## src/rtl/mmio_port_unit.sv

```systemverilog
// Memory-mapped I/O port: a writable 32-bit output register plus a synchronized,
// debounced 8-bit input register with a sticky new_data/overrun status word.
module mmio_port_unit #(
    parameter logic [31:0] OUT_ADDR        = 32'h1001_0024,
    parameter logic [31:0] IN_ADDR         = 32'h1001_0028,
    parameter logic [31:0] STAT_ADDR       = 32'h1001_002C,
    parameter int unsigned DEBOUNCE_CYCLES = 4
) (
    input  logic        clk,
    input  logic        reset,
    input  logic [31:0] Address,
    input  logic [31:0] WriteData,
    input  logic        MemWrite,
    input  logic        MemRead,
    input  logic [7:0]  PortIn,
    output logic [31:0] ReadData,
    output logic        IOHit,
    output logic [31:0] PortOut
);

    localparam int CNT_W = $clog2(DEBOUNCE_CYCLES + 1);
    localparam logic [CNT_W-1:0] CNT_MAX = CNT_W'(DEBOUNCE_CYCLES);
    localparam logic [CNT_W-1:0] CNT_ONE = CNT_W'(1);

    // Register slots: 0 = output, 1 = input, 2 = status.
    localparam int NUM_REGS = 3;
    localparam logic [29:0] REG_WORD [NUM_REGS] = '{
        OUT_ADDR[31:2], IN_ADDR[31:2], STAT_ADDR[31:2]
    };

    logic [NUM_REGS-1:0] hit;

    logic [31:0]      out_reg;
    logic [31:0]      out_next;
    logic [7:0]       sync1_reg;
    logic [7:0]       sync2_reg;
    logic [7:0]       cand_reg;
    logic [7:0]       cand_next;
    logic [CNT_W-1:0] cnt_reg;
    logic [CNT_W-1:0] cnt_next;
    logic [7:0]       in_data_reg;
    logic [7:0]       in_data_next;
    logic             new_data_reg;
    logic             new_data_next;
    logic             overrun_reg;
    logic             overrun_next;

    logic accept;
    logic wr_out;
    logic rd_in;
    logic wr_stat;
    logic clr_new_data;
    logic clr_overrun;
    logic unused_addr_bits;

    // Byte offset within the word is deliberately ignored.
    assign unused_addr_bits = ^Address[1:0];

    generate
        for (genvar gi = 0; gi < NUM_REGS; gi++) begin : g_decode
            assign hit[gi] = (Address[31:2] == REG_WORD[gi]);
        end
    endgenerate

    assign IOHit   = |hit;
    assign wr_out  = MemWrite && hit[0];
    assign rd_in   = MemRead && hit[1];
    assign wr_stat = MemWrite && hit[2];
    assign PortOut = out_reg;

    always_comb begin
        out_next = out_reg;
        if (wr_out) begin
            out_next = WriteData;
        end
    end

    // Debounce: a new value must be seen on sync2 for DEBOUNCE_CYCLES+1 edges.
    always_comb begin
        cand_next    = cand_reg;
        cnt_next     = cnt_reg;
        in_data_next = in_data_reg;
        accept       = 1'b0;
        if (sync2_reg == in_data_reg) begin
            cnt_next = '0;
        end else if (cnt_reg == '0 || sync2_reg != cand_reg) begin
            cand_next = sync2_reg;
            cnt_next  = CNT_ONE;
        end else if (cnt_reg == CNT_MAX) begin
            in_data_next = cand_reg;
            cnt_next     = '0;
            accept       = 1'b1;
        end else begin
            cnt_next = cnt_reg + CNT_ONE;
        end
    end

    assign clr_new_data = rd_in || (wr_stat && WriteData[0]);
    assign clr_overrun  = wr_stat && WriteData[1];

    // Sets win over clears; overrun only counts a value that will really be lost.
    always_comb begin
        new_data_next = new_data_reg;
        overrun_next  = overrun_reg;
        if (accept) begin
            new_data_next = 1'b1;
        end else if (clr_new_data) begin
            new_data_next = 1'b0;
        end
        if (accept && new_data_reg && !clr_new_data) begin
            overrun_next = 1'b1;
        end else if (clr_overrun) begin
            overrun_next = 1'b0;
        end
    end

    always_comb begin
        ReadData = 32'h0;
        if (MemRead) begin
            if (hit[0]) begin
                ReadData = out_reg;
            end else if (hit[1]) begin
                ReadData = {24'h0, in_data_reg};
            end else if (hit[2]) begin
                ReadData = {30'h0, overrun_reg, new_data_reg};
            end
        end
    end

    always_ff @(posedge clk) begin
        if (reset) begin
            out_reg      <= 32'h0;
            sync1_reg    <= 8'h0;
            sync2_reg    <= 8'h0;
            cand_reg     <= 8'h0;
            cnt_reg      <= '0;
            in_data_reg  <= 8'h0;
            new_data_reg <= 1'b0;
            overrun_reg  <= 1'b0;
        end else begin
            out_reg      <= out_next;
            sync1_reg    <= PortIn;
            sync2_reg    <= sync1_reg;
            cand_reg     <= cand_next;
            cnt_reg      <= cnt_next;
            in_data_reg  <= in_data_next;
            new_data_reg <= new_data_next;
            overrun_reg  <= overrun_next;
        end
    end

endmodule

```

## config.mk

```make
export PLATFORM = sky130hd
export DESIGN_NAME = mmio_port_unit
export DESIGN_NICKNAME = d
export VERILOG_FILES = /design/src/rtl/mmio_port_unit.sv
export SDC_FILE = /design/constraint.sdc
export NUM_CORES = 1
export LEC_CHECK = 0
export CORE_MARGIN = 2
export CORE_UTILIZATION = 37
export DETAILED_ROUTE_END_ITERATION = 10
export GPL_TIMING_DRIVEN = 1
export PLACE_DENSITY = 0.79
export SLEW_MARGIN = 40
export SYNTH_ARGS = -nofsm -noshare
export SYNTH_HDL_FRONTEND = slang
export SYNTH_SLANG_ARGS = --single-unit
```

## constraint.sdc

```tcl
create_clock -name clk -period 1.9 [get_ports clk]
set_input_delay 0.19 -clock clk [delete_from_list [all_inputs] [get_ports clk]]
set_output_delay 0.19 -clock clk [all_outputs]
set_load 0.01 [all_outputs]
```

==> results of run 1 <==
-- per-stage QoR --
step	power [mW]	utilization (%)	hold WS (ns)
finish	2.82	61.9	0.200
global route	2.95	61.9	0.216
CTS	2.85	61.3	0.202
detailed placement	1.85	57.6	0.425
global placement	1.84	57.6	0.418
floorplan	1.64	-	0.318
-- logic make-up (layout without fill, tap and decap cells) --
group / after synthesis / count (layout) / share of synthesized area, %
muxes: 50 / 50 / 16.4
AOI/OAI and AO/OA: 16 / 16 / 4.16
DFF: 69 / 69 / 45.1
adders and majority gates: 2 / 2 / 0.816
and+or+nand+nor: 140 / 140 / 25.1
xor gates and xnor gates: 16 / 16 / 4.57
buffers and inverters: 21 / 188 / 3.92
-- layer usage --
layer	vias up	wire [um]	GRT usage (%)
met5	-	0	0
met4	0	204	8.45
met3	16	690	4.66
met2	97	4220	33.5
met1	1262	3410	21.7
li1	1376	-	-
-- critical path: cells and delay by family --
kind | cells | cell delay, ns
buffers and inverters | 4 | 0.44
AND/OR/NAND/NOR | 5 | 1.13
-- power breakdown --
group | total (mW) | internal, mW | switching, mW
Combinational | 0.335 | 0.209 | 0.127
Clock | 1.00 | 0.470 | 0.531
Sequential | 1.48 | 1.47 | 0.0135
Total | 2.82 | 2.15 | 0.671
-- cell type report --
class | instances | area (sq um) | area share, %
Timing Repair Buffer | 168 | 1610 | 32.0
Clock inverter | 4 | 25.0 | 0.497
Multi-Input combinational cell | 224 | 1740 | 34.5
Inverter | 4 | 15.0 | 0.298
Tap cell | 105 | 131 | 2.61
Sequential cell | 69 | 1380 | 27.4
Clock buffer | 12 | 135 | 2.68
-- what timing repair did --
item,in CTS,in global routing
endpoints found under the hold margin,0,0
endpoints found under the setup margin,34,51
gates cloned,3,0
pin swaps,20,11
resized for setup,239,50
setup buffers,6,0
-- cell usage in the layout (no fill, tap or decap), types with 2 or more instances in the layout --
cell type	n
a21oi_1	2
a22oi_1	8
and2_4	24
buf_12	4
buf_16	2
buf_2	14
buf_4	23
buf_6	30
clkbuf_1	3
clkbuf_2	12
clkbuf_8	9
clkdlybuf4s15_1	6
clkdlybuf4s50_1	76
clkinv_2	2
clkinvlp_4	2
dfxtp_1	69
inv_1	4
mux2_2	2
mux2i_1	48
nand2_1	5
nand2b_1	24
nand3_1	3
nand4_1	5
nor2_1	44
nor2_2	2
nor2b_1	19
nor4_2	2
nor4_4	3
o21ai_0	3
xnor2_1	15
-- worst max-delay path by stage --
stage / startpoint / endpoint / slack, ns / cells past startpoint
2_1_floorplan: Address[27] / ReadData[10] / 0.13 / 7
3_3_place_gp: Address[27] / ReadData[9] / -0.76 / 8
6_report: Address[30] / ReadData[10] / -0.07 / 9
5_1_grt: Address[24] / ReadData[26] / -0.17 / 9
4_1_cts: Address[30] / ReadData[31] / -0.07 / 9
3_5_place_dp: Address[27] / ReadData[10] / -0.78 / 8
==> key figures, run 1 <==
Run status
  • Status: finished with violations
  • Failing checks: negative setup slack

Logic synthesis
  • Syn Area/Cell: 9.76 sq um
  • Post-synth top area share: 45.1%
  • Cell count after synthesis: 314
  • Register area share after synthesis: 45.1%
  • Post-synth top cells: 69 x dfxtp_1, 48 x mux2i_1, 45 x nor2_1
  • Mapped Nets: 392
  • Post-synth EDFFs: 0
  • Leading area contributor after synthesis: dfxtp_1
  • Ys Warns: 0
  • Distinct cells, synth: 34
  • Leading cell type by number of instances after synthesis: dfxtp_1
  • Post-synthesis register bit count: 69
  • Area contributors post-synth: dfxtp_1 45%, mux2i_1 16%, nor2_1 5.5%
  • Synthesized cell area: 3070 sq um
  • Asr flop ratio synth: 0%
  • Post-synth top flop: dfxtp_1

Flow run
  • MaxCap Viol Count: 0

Place
  • GPL Wtd Cong: 0.801
  • DP Area: 4680 sq um
  • Pre-CTS setup slack: -0.778 ns
  • HPWL Detailed: 5900 um
  • Cells after DPL: 563
  • Number of port buffers: 138

Timing
  • Period utilization: 104%
  • RSZ-0062 raised after global routing: yes
  • Final Hold Viols: 0
  • Final setup margin: -0.0728 ns
  • Worst-Margin Slew: 0.327 ns
  • Setup TNS: -1.17 ns
  • Endpoints failing setup: 18
  • Clk_skew: 0.00976 ns
  • Final worst path period need: 1.97 ns
  • Fmax: 507 MHz
  • Final Max Tran Viols: 0
  • Max-slew headroom: 78.1%

Clock network
  • Post-CTS Hold Buffers: 0
  • Clk pin slew, worst setup/hold paths: 0.07 ns
  • Root buffer cell: clkbuf_8
  • CTS Buf Count: 9
  • H-tree depth: 3
  • Worst-Skew Late Latency: 0.35 ns
  • CTS Sinks: 69
  • CTS tree: yes
  • Maximum root-to-sink buffer count: 2

Min path
  • Hold depth: 3
  • WHS Endpoint: cnt_reg[1]
  • Hold Crit Start: reset
  • Worst Hold Class: input pin to register

Routing
  • Wire per inst: 14.5 um
  • Vias per cell: 4.69
  • First-pass DRT Iterations: 4
  • Total detailed-routing wirelength: 8520 um
  • Residual DRC: 0
  • Via count: 2,751
  • DR iter-0 viols: 92
  • Antenna-violating nets left: 0

Floorplanning
  • Die ar.: 9030 sq um
  • Die height: 95.0 um
  • Number of top-level pins: 141
  • Rows: 33
  • DIE WIDTH: 95.0 um
  • Core ar.: 8130 sq um
  • Starting density of the core: 37.7%

Cells and area
  • # diodes: 0
  • Final nets: 554
  • Number of flip-flops in the largest register: 32
  • Fillers: 675
  • Post-Layout Cell Count: 586
  • Area grow syn2layout: 64.3%
  • Share of layout cells above drive strength 1: 29.5%
  • Design area: 5040 sq um

Global route
  • GRT Total Usage: 19.0%
  • Gr ovfl total: 0
  • Initial antenna violation count: 0
  • Vias in the first global route: 2,678
  • First-pass GRT wire length: 13,200 um
  • Largest net degree at the start of global routing: 76

Worst setup path
  • Worst Reg-to-Reg Cells: 6
  • Data arrival, critical path: 1.78 ns
  • CP Class: input pin to primary output
  • Worst path required time: 1.71 ns
  • Reg2Reg Setup Slack: 0.08 ns
  • Worst path slowest cell: or3_4
  • Worst r2r dst: overrun_reg
  • CP Launch Type: input pin
  • Slowest stage delay, CP: 0.41 ns
  • CP cell instances: buf_6 -> nor4bb_4 -> nand4_1 -> or3_4 -> nor2b_4 -> buf_12 -> buf_12 -> and2_4 -> buf_6
  • Crit end category: primary output
  • Crit Reg-Reg Startpoint: cnt_reg[0]
  • Crit path max fanout: 6

Power and ir drop
  • IR drop worst, VDD: 0.361 mV
  • Power per cell area: 560 nW/um^2
  • Leakage power: 1.98 nW
(Power assumes the default switching activity.)
==> run 2: changes to the inputs <==
--- a/config.mk
+++ b/config.mk
@@ -6,10 +6,11 @@
 export NUM_CORES = 1
 export LEC_CHECK = 0
 export CORE_MARGIN = 2
-export CORE_UTILIZATION = 37
+export CORE_UTILIZATION = 45
+export CTS_CLUSTER_DIAMETER = 50
 export DETAILED_ROUTE_END_ITERATION = 10
 export GPL_TIMING_DRIVEN = 1
-export PLACE_DENSITY = 0.79
+export PLACE_DENSITY = 0.89
 export SLEW_MARGIN = 40
 export SYNTH_ARGS = -nofsm -noshare
 export SYNTH_HDL_FRONTEND = slang
==> constraint.sdc (replaced) <==
create_clock -name clk -period 2.3 [get_ports clk]
set_input_delay 0.23 -clock clk [delete_from_list [all_inputs] [get_ports clk]]
set_output_delay 0.23 -clock clk [all_outputs]
set_load 0.01 [all_outputs]
==> key figures, run 2 (synthesized netlist as in run 1, its figures left out) <==
Run status
  • Status: finished clean (was finished with violations)

Cells and area
  • Fillers: 506 (was 675)
  • Final nets: 541 (was 554)
  • # diodes: 0 (unchanged)
  • Area grow syn2layout: 55.0% (was 64.3%)
  • Register area: 1380 sq um (unchanged)
  • Post-Layout Cell Count: 548 (was 586)
  • Share of layout cells above drive strength 1: 15.8% (was 29.5%)
  • Area taken by multi-input logic gates: 1630 sq um (was 1740 sq um)
  • Post-layout util: 71.1% (was 61.9%)
  • Most frequent cells in the layout: 76 x clkdlybuf4s50_1, 69 x dfxtp_1, 48 x mux2i_1 (unchanged)
  • Number of flip-flops in the largest register: 32 (unchanged)
  • Most common cell after layout, fill and taps aside: clkdlybuf4s50_1 (unchanged)
  • Design area: 4750 sq um (was 5040 sq um)

Worst setup path
  • Crit path from: Address[20] (was Address[30])
  • Crit path max fanout: 12 (was 6)
  • CP Launch Type: input pin (unchanged)
  • Worst r2r dst: in_data_reg[5] (was overrun_reg)
  • Data arrival, critical path: 2.05 ns (was 1.78 ns)
  • Crit end category: primary output (unchanged)
  • Worst Reg-to-Reg Cells: 5 (was 6)
  • Crit Reg-Reg Startpoint: cnt_reg[0] (unchanged)
  • Reg2Reg Setup Slack: 0.29 ns (was 0.08 ns)
  • Worst path required time: 2.07 ns (was 1.71 ns)
  • CP Class: input pin to primary output (unchanged)

Timing
  • Final worst path period need: 2.28 ns
  • Period utilization: 99.0%
  • Max-slew headroom: 63.8% (was 78.1%)
  • Clk_skew: 0.00762 ns (was 0.00976 ns)
  • RSZ-0062 raised after global routing: yes (unchanged)
  • Final setup margin: 0.0226 ns (was -0.0728 ns)
  • Setup TNS: 0 ns (was -1.17 ns)
  • Final Hold Viols: 0 (unchanged)
  • Worst-Margin Slew: 0.542 ns (was 0.327 ns)
  • Endpoints failing setup: 0 (was 18)
  • Hold Slack: 0.330 ns (was 0.200 ns)
  • Fmax: 439 MHz
  • Final Max Tran Viols: 0 (unchanged)

Floorplanning
  • Number of top-level pins: 141 (unchanged)
  • Die height: 86.5 um (was 95.0 um)
  • Rows: 30 (was 33)
  • Die ar.: 7490 sq um (was 9030 sq um)
  • DIE WIDTH: 86.5 um (was 95.0 um)
  • Core ar.: 6680 sq um (was 8130 sq um)
  • Starting density of the core: 45.9% (was 37.7%)

Clock network
  • Root buffer cell: clkbuf_8 (unchanged)
  • CTS Buf Count: 9 (unchanged)
  • Worst-Skew Late Latency: 0.34 ns (was 0.35 ns)
  • Maximum root-to-sink buffer count: 2 (unchanged)
  • CTS Sinks: 69 (unchanged)
  • CTS tree: yes (unchanged)
  • H-tree depth: 3 (unchanged)
  • Clk pin slew, worst setup/hold paths: 0.07 ns (about the same)

Routing
  • Wire per inst: 16.2 um (was 14.5 um)
  • Residual DRC: 0 (unchanged)
  • DR iter-0 viols: 81 (was 92)
  • Antenna-violating nets left: 0 (unchanged)
  • First-pass DRT Iterations: 4 (unchanged)
  • Via count: 2,783 (was 2,751)
  • Total detailed-routing wirelength: 8870 um (was 8520 um)
  • Vias per cell: 5.08 (was 4.69)

Place
  • Pre-CTS setup slack: -0.478 ns (was -0.778 ns)
  • GPL Wtd Cong: 0.844 (was 0.801)
  • HPWL Detailed: 6210 um (was 5900 um)
  • Number of port buffers: 138 (unchanged)
  • DP Area: 4570 sq um (was 4680 sq um)
  • Cells after DPL: 528 (was 563)

Global route
  • Gr ovfl total: 0 (unchanged)
  • First-pass GRT wire length: 13,500 um (was 13,200 um)
  • Largest net degree at the start of global routing: 33 (was 76)
  • Initial antenna violation count: 0 (unchanged)
  • GRT Total Usage: 23.3% (was 19.0%)
  • Vias in the first global route: 2,749 (was 2,678)

Min path
  • Hold depth: 2 (was 3)
  • Hold Crit Start: reset (unchanged)
  • WHS Endpoint: PortOut[13] (was cnt_reg[1])
  • Worst Hold Class: input pin to register (unchanged)

Flow run
  • MaxCap Viol Count: 0 (unchanged)

Power and ir drop
  • Leakage power: 1.91 nW (was 1.98 nW)
  • Power per cell area: 514 nW/um^2 (was 560 nW/um^2)
  • IR drop worst, VDD: 0.474 mV (was 0.361 mV)
  • Total power: 2.44 mW (was 2.82 mW)
run 2: cell count changes in the layout (fill, tap and decap cells not counted), sizes merged:
cell	previous run	this run
clkinvlp	2	3
dlymetal6s2s	0	1
bufinv	0	1
clkdlybuf4s15	6	4
buf	74	30
dlygate4sd2	0	33
clkbuf	24	21
run 2: routing by layer:
metal	routed length [um]	vias up	GRT usage, %
li1	-	1345	-
met3	678	4	8.57
met5	0	-	0
met2	4900	102	44.5
met4	51	0	4.83
met1	3230	1332	24.1
run 2: final cells by class:
cell class | count | share of cell area [%]
multi-input cells | 224 | 34.3
repair buffers | 155 | 30.0
flip-flops and latches | 69 | 29.1
clock buffers | 10 | 2.90
well taps | 80 | 2.11
clock inverters | 6 | 1.32
inverters | 4 | 0.316
run 2: where the power goes:
group	total (mW)	switching, mW	internal, mW
combinational	0.247	0.0945	0.153
clock	0.970	0.444	0.525
sequential	1.23	0.0124	1.21
total	2.44	0.551	1.89
run 2: critical path, stage by stage:
cell	delay, ns
dlygate4sd2_1	0.25
nor4_2	0.27
nand4_1	0.15
or3_4	0.41
nor2b_4	0.22
buf_12	0.16
and2_1	0.13
clkdlybuf4s15_1	0.23
run 2: timing repair:
item | 4_1_cts | 5_1_grt
gates resized for setup | 119 | 24
setup endpoints to repair | 33 | 25
setup buffers | 3 | 0
pin swaps | 10 | 4
gates cloned | 2 | 0
hold buffers | 0 | 0
run 2: worst max-delay path by stage:
stage / endpoint / slack, ns / cells after the start
CTS: ReadData[11] / 0.0008 / 10
floorplan: ReadData[10] / 0.45 / 7
global placement: ReadData[22] / -0.43 / 8
detailed placement: ReadData[17] / -0.48 / 8
finish: ReadData[30] / 0.02 / 8
global route: ReadData[30] / -0.04 / 8
==> run 3: changes to the inputs <==
--- a/config.mk
+++ b/config.mk
@@ -5,6 +5,7 @@
 export SDC_FILE = /design/constraint.sdc
 export NUM_CORES = 1
 export LEC_CHECK = 0
+export CAP_MARGIN = 20
 export CORE_MARGIN = 2
 export CORE_UTILIZATION = 45
 export CTS_CLUSTER_DIAMETER = 50
==> results of run 3 <==
Same layout as run 2: the final DEF is identical, and so are final timing and power.
